--- src/rtl/if_id_queue_pkg.sv ---
// Shared widths for the fetch/decode queue, plus a push-size helper.
package if_id_queue_pkg;

  localparam int unsigned ADDR_BUS_WIDTH = 32;
  localparam int unsigned INST_BUS_WIDTH = 32;
  localparam int unsigned GHR_WIDTH      = 8;
  localparam int unsigned IFQ_DEPTH      = 8;

  // Number of entries a push carries; slot1 is only meaningful with slot0.
  function automatic logic [1:0] push_slots(input logic [1:0] valid);
    logic [1:0] n;
    n = '0;
    if (valid[0]) n = valid[1] ? 2'd2 : 2'd1;
    return n;
  endfunction

endpackage

--- src/rtl/if_id_queue_ring_ram_2w1r.sv ---
// DEPTH x WIDTH register array: two write ports, one asynchronous read port.
module ring_ram_2w1r #(
  parameter int unsigned DEPTH = 8,
  parameter int unsigned WIDTH = 32
) (
  input  logic                     clk,
  input  logic                     we0_i,
  input  logic [$clog2(DEPTH)-1:0] waddr0_i,
  input  logic [WIDTH-1:0]         wdata0_i,
  input  logic                     we1_i,
  input  logic [$clog2(DEPTH)-1:0] waddr1_i,
  input  logic [WIDTH-1:0]         wdata1_i,
  input  logic [$clog2(DEPTH)-1:0] raddr_i,
  output logic [WIDTH-1:0]         rdata_o
);

  logic [WIDTH-1:0] mem_q [DEPTH];

  // Write addresses are always consecutive, so the two ports never collide.
  always_ff @(posedge clk) begin
    if (we0_i) mem_q[waddr0_i] <= wdata0_i;
    if (we1_i) mem_q[waddr1_i] <= wdata1_i;
  end

  assign rdata_o = mem_q[raddr_i];

endmodule

--- src/rtl/if_id_queue.sv ---
// Fetch-to-decode queue: up to two pushes per cycle, one pop per cycle, single-cycle flush.
module if_id_queue
  import if_id_queue_pkg::*;
#(
  parameter int unsigned DEPTH  = IFQ_DEPTH,
  parameter int unsigned GHR_W  = GHR_WIDTH,
  parameter int unsigned ADDR_W = ADDR_BUS_WIDTH,
  parameter int unsigned INST_W = INST_BUS_WIDTH
) (
  input  logic                     clk,
  input  logic                     rst,
  input  logic                     flush,
  input  logic [1:0]               in_valid,
  output logic                     in_ready,
  input  logic [1:0]               in_taken,
  input  logic [2*GHR_W-1:0]       in_pht_index,
  input  logic [2*ADDR_W-1:0]      in_pc,
  input  logic [2*INST_W-1:0]      in_inst,
  output logic                     out_valid,
  input  logic                     out_ready,
  output logic                     out_taken,
  output logic [GHR_W-1:0]         out_pht_index,
  output logic [ADDR_W-1:0]        out_pc,
  output logic [INST_W-1:0]        out_inst,
  output logic [$clog2(DEPTH):0]   count
);

  localparam int unsigned PTR_W   = $clog2(DEPTH);
  localparam int unsigned CNT_W   = PTR_W + 1;
  localparam int unsigned ENTRY_W = 1 + GHR_W + ADDR_W + INST_W;

  logic [PTR_W-1:0]   wr_ptr_q, wr_ptr_d, rd_ptr_q, rd_ptr_d;
  logic [CNT_W-1:0]   count_q, count_d;
  logic               push, pop;
  logic [1:0]         push_n;
  logic [ENTRY_W-1:0] wdata0, wdata1, rdata;

  // Readiness depends only on registered occupancy, never on out_ready.
  assign in_ready  = (count_q <= CNT_W'(DEPTH - 2));
  assign out_valid = (count_q != '0);
  assign push      = in_valid[0] && in_ready && !flush && !rst;
  assign pop       = out_valid && out_ready && !flush && !rst;
  assign push_n    = push ? push_slots(in_valid) : 2'd0;

  always_comb begin
    wr_ptr_d = wr_ptr_q + PTR_W'(push_n);
    rd_ptr_d = rd_ptr_q + PTR_W'(pop);
    count_d  = count_q + CNT_W'(push_n) - CNT_W'(pop);
  end

  always_ff @(posedge clk) begin
    if (rst || flush) begin
      wr_ptr_q <= '0;
      rd_ptr_q <= '0;
      count_q  <= '0;
    end else begin
      wr_ptr_q <= wr_ptr_d;
      rd_ptr_q <= rd_ptr_d;
      count_q  <= count_d;
    end
  end

  assign wdata0 = {in_taken[0], in_pht_index[0 +: GHR_W], in_pc[0 +: ADDR_W], in_inst[0 +: INST_W]};
  assign wdata1 = {in_taken[1], in_pht_index[GHR_W +: GHR_W], in_pc[ADDR_W +: ADDR_W],
                   in_inst[INST_W +: INST_W]};

  ring_ram_2w1r #(
    .DEPTH (DEPTH),
    .WIDTH (ENTRY_W)
  ) u_ram (
    .clk      (clk),
    .we0_i    (push),
    .waddr0_i (wr_ptr_q),
    .wdata0_i (wdata0),
    .we1_i    (push && in_valid[1]),
    .waddr1_i (wr_ptr_q + PTR_W'(1)),
    .wdata1_i (wdata1),
    .raddr_i  (rd_ptr_q),
    .rdata_o  (rdata)
  );

  always_comb begin
    out_taken     = '0;
    out_pht_index = '0;
    out_pc        = '0;
    out_inst      = '0;
    if (out_valid) begin
      out_taken     = rdata[ENTRY_W-1];
      out_pht_index = rdata[INST_W+ADDR_W +: GHR_W];
      out_pc        = rdata[INST_W +: ADDR_W];
      out_inst      = rdata[0 +: INST_W];
    end
  end

  assign count = count_q;

endmodule

--- config.mk ---
export PLATFORM = sky130hd
export DESIGN_NAME = if_id_queue
export DESIGN_NICKNAME = d
export VERILOG_FILES = /design/src/rtl/if_id_queue_pkg.sv /design/src/rtl/if_id_queue_ring_ram_2w1r.sv /design/src/rtl/if_id_queue.sv
export SDC_FILE = /design/constraint.sdc
export NUM_CORES = 1
export LEC_CHECK = 0
export ABC_AREA = 1
export CAP_MARGIN = 0
export CORE_UTILIZATION = 51
export DETAILED_ROUTE_END_ITERATION = 8
export GPL_TIMING_DRIVEN = 0
export MAX_ROUTING_LAYER = met4
export PLACE_DENSITY_LB_ADDON = 0.1
export SYNTH_ARGS = -nofsm -noshare
export SYNTH_HDL_FRONTEND = slang
export SYNTH_SLANG_ARGS = --single-unit
--- constraint.sdc ---
create_clock -name clk -period 8.8 [get_ports clk]
set_clock_uncertainty 0.1 [all_clocks]
set_input_delay 2.64 -clock clk [delete_from_list [all_inputs] [get_ports clk]]
set_output_delay 2.64 -clock clk [all_outputs]
set_load 0.05 [all_outputs]
# After elaboration in Yosys (flattened, before gate mapping)
# Memory sizes are Yosys's and may differ from the RTL's. A register that Yosys moved wholly into a read port is not among the register bits.
# Index checks and enable logic that the tools add are counted.
# classes
n_mux	12
reduce_logical	11
addsub	5
magnitude_cmp	1
# op_table
cell	n
32-bit 2-to-1 mux	2
8-bit 2-to-1 mux	1
1-bit logical AND	7
2-bit 2-to-1 mux	3
1-bit 2-to-1 mux	5
4-bit by 2-bit adder with 4-bit output	1
4-bit by 3-bit less-or-equal comparator with 1-bit output (second input constant)	1
4-bit nonzero test	1
4-bit by 1-bit subtractor with 4-bit output	1
3-bit by 1-bit adder with 3-bit output	1
3-bit by 1-bit adder with 3-bit output (second input constant)	1
3-bit by 2-bit adder with 3-bit output	1
3-bit 2-to-1 mux	1
1-bit zero test	2
1-bit logical OR	1
# totals
memories	1
word_cells	33
ff_bits	10
ramBits	584
input_bits	152
out_inout_bits	79
# memory_table
memory	words	width	read_ports	rd_ports_with_merged_regs	write_ports	line_no	source
u_ram.mem_q	8	73	1	1	2	if_id_queue_ring_ram_2w1r.sv:17	logic [WIDTH-1:0] mem_q [DEPTH];

# Depth between registers and ports, before layout
# Gate-level depths: netlist (run 1).
# depth
depth_word	7
mapped_depth	15

# Modules after synthesis
# From an unflattened synthesis (run 1), not the netlist that was laid out.
# hier_totals
hier_cells	4233
area_unflattened_um2	34284.1
# modules_own_cells
mod	cells_per_inst	n_inst	area_per_inst_um2
ring_ram_2w1r	4002	1	33045.4
if_id_queue	231	1	1238.7

# Worst setup path after synthesis (run 1)
# OpenSTA, ideal clock, no wires.
# synth_timing
kind	input -> register
from	input port rst
to	memory u_ram.mem_q[0][0] (netlist name), enable pin
setup_time_ns	0.605
stages	7
t_arrival_ns	8.639
t_required_ns	8.095
slack_ns	-0.544
path_cell_list	inv_1 > nand2_2 > nor2_1 > nand3_1 > buf_2 > buf_2 > o21ai_0
# synth_rtl
element	line_no	source
start, declared	if_id_queue.sv:11	input logic rst,
end, declared	if_id_queue_ring_ram_2w1r.sv:17	

==> flow_summary_export.csv, run 1 <==
group,metric,value,unit
outcome,outcome,"finished, violations left",
outcome,violations,"max-capacitance violations, max-slew violations",
global_route,grt_start_max_net_pins,28,
sta,fin_tns_setup,0,ps
power_and_ir_drop,power_density,161,nW/um2
sta,tightest_slew,1600,ps
power_and_ir_drop,leakage,16.1,nW
sta,setup_violations,0,
worst_setup_path,required,6060,ps
floorplan,dieArea,72100,um2
clock_tree,root_buffer,"clkbuf_16",
floorplan,die_w,269,um
clock_tree,cts.clk_slew.worst_paths,60,ps
worst_setup_path,critPathLaunchType,"register",
clock_tree,htree_levels,3,
drt,vias_per_cell,5.82,
synthesis,ys_ff_latch,594,
final_layout,fill_cells,6465,
synthesis,synth_nets,4677,
placed_design,placed_cells,5632,
clock_tree,cts_setup_buffers,0,
worst_setup_path,critPathLaunch,"rd_ptr_q[0]",
final_layout,layout_common_cells,"nand2_1, nand3_1, nor2_1, o21bai_1, edfxtp_1",
final_layout,layout.cells.non_filler,5759,
floorplan,coreArea,70100,um2
placed_design,dp_hpwl,92000,um
power_and_ir_drop,irDropWorstVdd,0.118,mV
worst_setup_path,crit_slowest_cell,"clkbuf_1",
final_layout,drive_gt1_share,7.38,%
sta,whs,521,ps
clock_tree,cts_resized,0,
final_layout,fin_util,59.4,%
synthesis,synth_warnings,0,
clock_tree,clk_path_buf_depth,3,
placed_design,numPortBuffers,157,
flow_run,drv_cap,1,
global_route,grt_pass1_wl,195000,um
worst_setup_path,cp_cell_sequence,"buf_2, inv_2, clkbuf_1, clkbuf_1, o21ai_0, nand2_1, nor2_1, nor2_1, clkdlybuf4s50_1",
drt,vias,33500,
worst_setup_path,crit_type,"register to output pin",
synthesis,synth_cell_types,23,
clock_tree,cts_hold_buf,0,
worst_setup_path,critPathCaptureType,"output pin",
worst_setup_path,rr_worst_depth,7,
synthesis,syn_inst,4512,
global_route,first_global_vias,31600,
global_route,grt_usage,37.0,%
placed_design,place.gp.congestion,0.939,
drt,wirelength,130000,um
sta,fmax,138,MHz
clock_tree,clock_sinks,594,
clock_tree,cts_tree,"yes",
drt,route.detailed.drc,0,
worst_setup_path,endpoint,"out_taken",
sta,rsz0062_at_grt,"false",
worst_setup_path,path_max_fanout,10,
synthesis,netlist_area,36200,um2
final_layout,final_net_count,4929,
floorplan,row_count,97,
drt,wire_per_inst,22.5,um
power_and_ir_drop,fin_total_pwr,0.00672,W
clock_tree,worstSkewPairLatency,610,ps
sta,slew_headroom,-6.98,%
sta,final.min_clock_period,7250,ps
synthesis,synth_area_per_cell,8.03,um2
global_route,grt-ovfl-total,0,
global_route,antenna_found_initial,7,
floorplan,die_h,269,um
clock_tree,cts_buffers,70,
worst_setup_path,rrSetupSlack,5240,ps
sta,finalHoldViolCount,0,
worst_setup_path,critPathArrivalTime,4510,ps
floorplan,io_pins,231,
worst_setup_path,reg2reg_to,"u_ram.mem_q[6][24]",
final_layout,syn_to_final_growth,15.0,%
floorplan,start_util,51.6,%
worst_setup_path,regToRegStartpoint,"wr_ptr_q[1]",
synthesis,yosysSeqAreaShare,49.0,%
sta,period_share,82.4,%
sta,final_max_slew_viol_count,11,
drt,drtIter0Drc,4246,
min_path,hp-class,"register to register",
drt,ant_nets,0,
drt,drt_first_pass_iters,8,
worst_setup_path,max_stage_delay,990,ps
final_layout,layout_commonest_cell,"nand2_1",
sequential cells by signal, indices dropped and copies added, names as in the netlist:
name	cells
count	4
rd_ptr_q	3
u_ram.mem_q	584
wr_ptr_q	3
power by group:
group          switching [W]  internal (W)
Clock                0.00120       0.00156
Sequential        0.00000588       0.00313
Combinational       0.000553      0.000261
Total                0.00176       0.00496
synthesized netlist by cell type (all sizes together):
library cell	count	share of area [%]
dfxtp	10	0.55
a21oi	2	0.028
nand4	4	0.069
fa	2	0.11
nand2	1037	11
o22ai	2	0.035
nor2	601	6.2
nor3	1	0.045
xnor2	2	0.048
nand3	747	10
inv	329	3.4
ha	11	0.38
clkbuf	233	2.7
buf	210	2.7
o21bai	584	12
o21ai	152	2.1
edfxtp	584	48
xor2	1	0.024
through the flow:
stage          setup WS (ps)  cell area [um2]
2_1_floorplan           -544            36200
5_1_grt                 1490            41700
6_report                1550            41700
3_5_place_dp            2400            39600
4_1_cts                 1720            41600
3_3_place_gp           -5770            39000
logic make-up (layout without fill, tap and decap cells):
group	after synthesis	after routing	share of synthesized area, %
adder cells (fa/ha/maj)	13	13	0.490
XOR/XNOR	3	3	0.0725
flip-flops	594	594	49.0
other	0	8	0
buffers and inverters	772	1071	8.80
AO/OA/AOI/OAI	740	740	14.3
AND/OR/NAND/NOR	2390	2390	27.4
cell type report:
| class | instances | area, um2 | area share [%] |
|---|---|---|---|
| clock inverter | 17 | 96.3 | 0.231 |
| clock buffer | 102 | 1960 | 4.69 |
| tap | 940 | 1180 | 2.82 |
| multi-input combinational | 3146 | 15400 | 37.0 |
| timing repair buffer | 180 | 2080 | 5.00 |
| antenna | 8 | 20.0 | 0.0481 |
| inverter | 329 | 1230 | 2.96 |
| sequential | 594 | 17700 | 42.6 |
| buffer | 443 | 1950 | 4.69 |
worst min path at each step:
stage	startpoint	to	slack, ps	cells past startpoint
floorplan	wr_ptr_q[2]	wr_ptr_q[2]	440	2
global placement	wr_ptr_q[2]	wr_ptr_q[2]	490	2
detailed placement	wr_ptr_q[2]	wr_ptr_q[2]	490	2
CTS	wr_ptr_q[2]	wr_ptr_q[2]	510	2
global route	wr_ptr_q[2]	wr_ptr_q[2]	560	2
finish	wr_ptr_q[2]	wr_ptr_q[2]	520	2
routing by layer:
| metal | wire [um] | GRT usage, % |
|---|---|---|
| met2 | 59500 | 57.4 |
| met4 | 5580 | 16.6 |
| met3 | 14300 | 6.79 |
| met1 | 50200 | 47.3 |
| met5 | 0 | - |
worst max-delay path: cells and delay by family, from the launching register on:
family,cells,cell delay [ps]
flip-flops,1,340
AO/OA/AOI/OAI,1,250
AND/OR/NAND/NOR,3,580
buffers and inverters,5,2720
(Power assumes the default switching activity.)
==> run 2, diff against run 1 <==
==> constraint.sdc (replaced) <==
create_clock -name clk -period 7.6 [get_ports clk]
set_clock_uncertainty 0.1 [all_clocks]
set_input_delay 2.28 -clock clk [delete_from_list [all_inputs] [get_ports clk]]
set_output_delay 2.28 -clock clk [all_outputs]
set_load 0.05 [all_outputs]
==> results of run 2 <==
The final DEF is identical to that of run 1. Status: finished, violations left: max-capacitance violations, max-slew violations.
Among the figures that moved: setup slack after placement 2400 ps -> 1560 ps; setup slack after layout 1550 ps -> 706 ps; register-to-register setup slack 5240 ps -> 4040 ps; total power 0.00672 W -> 0.00778 W; worst IR drop on VDD 0.118 mV -> 0.137 mV
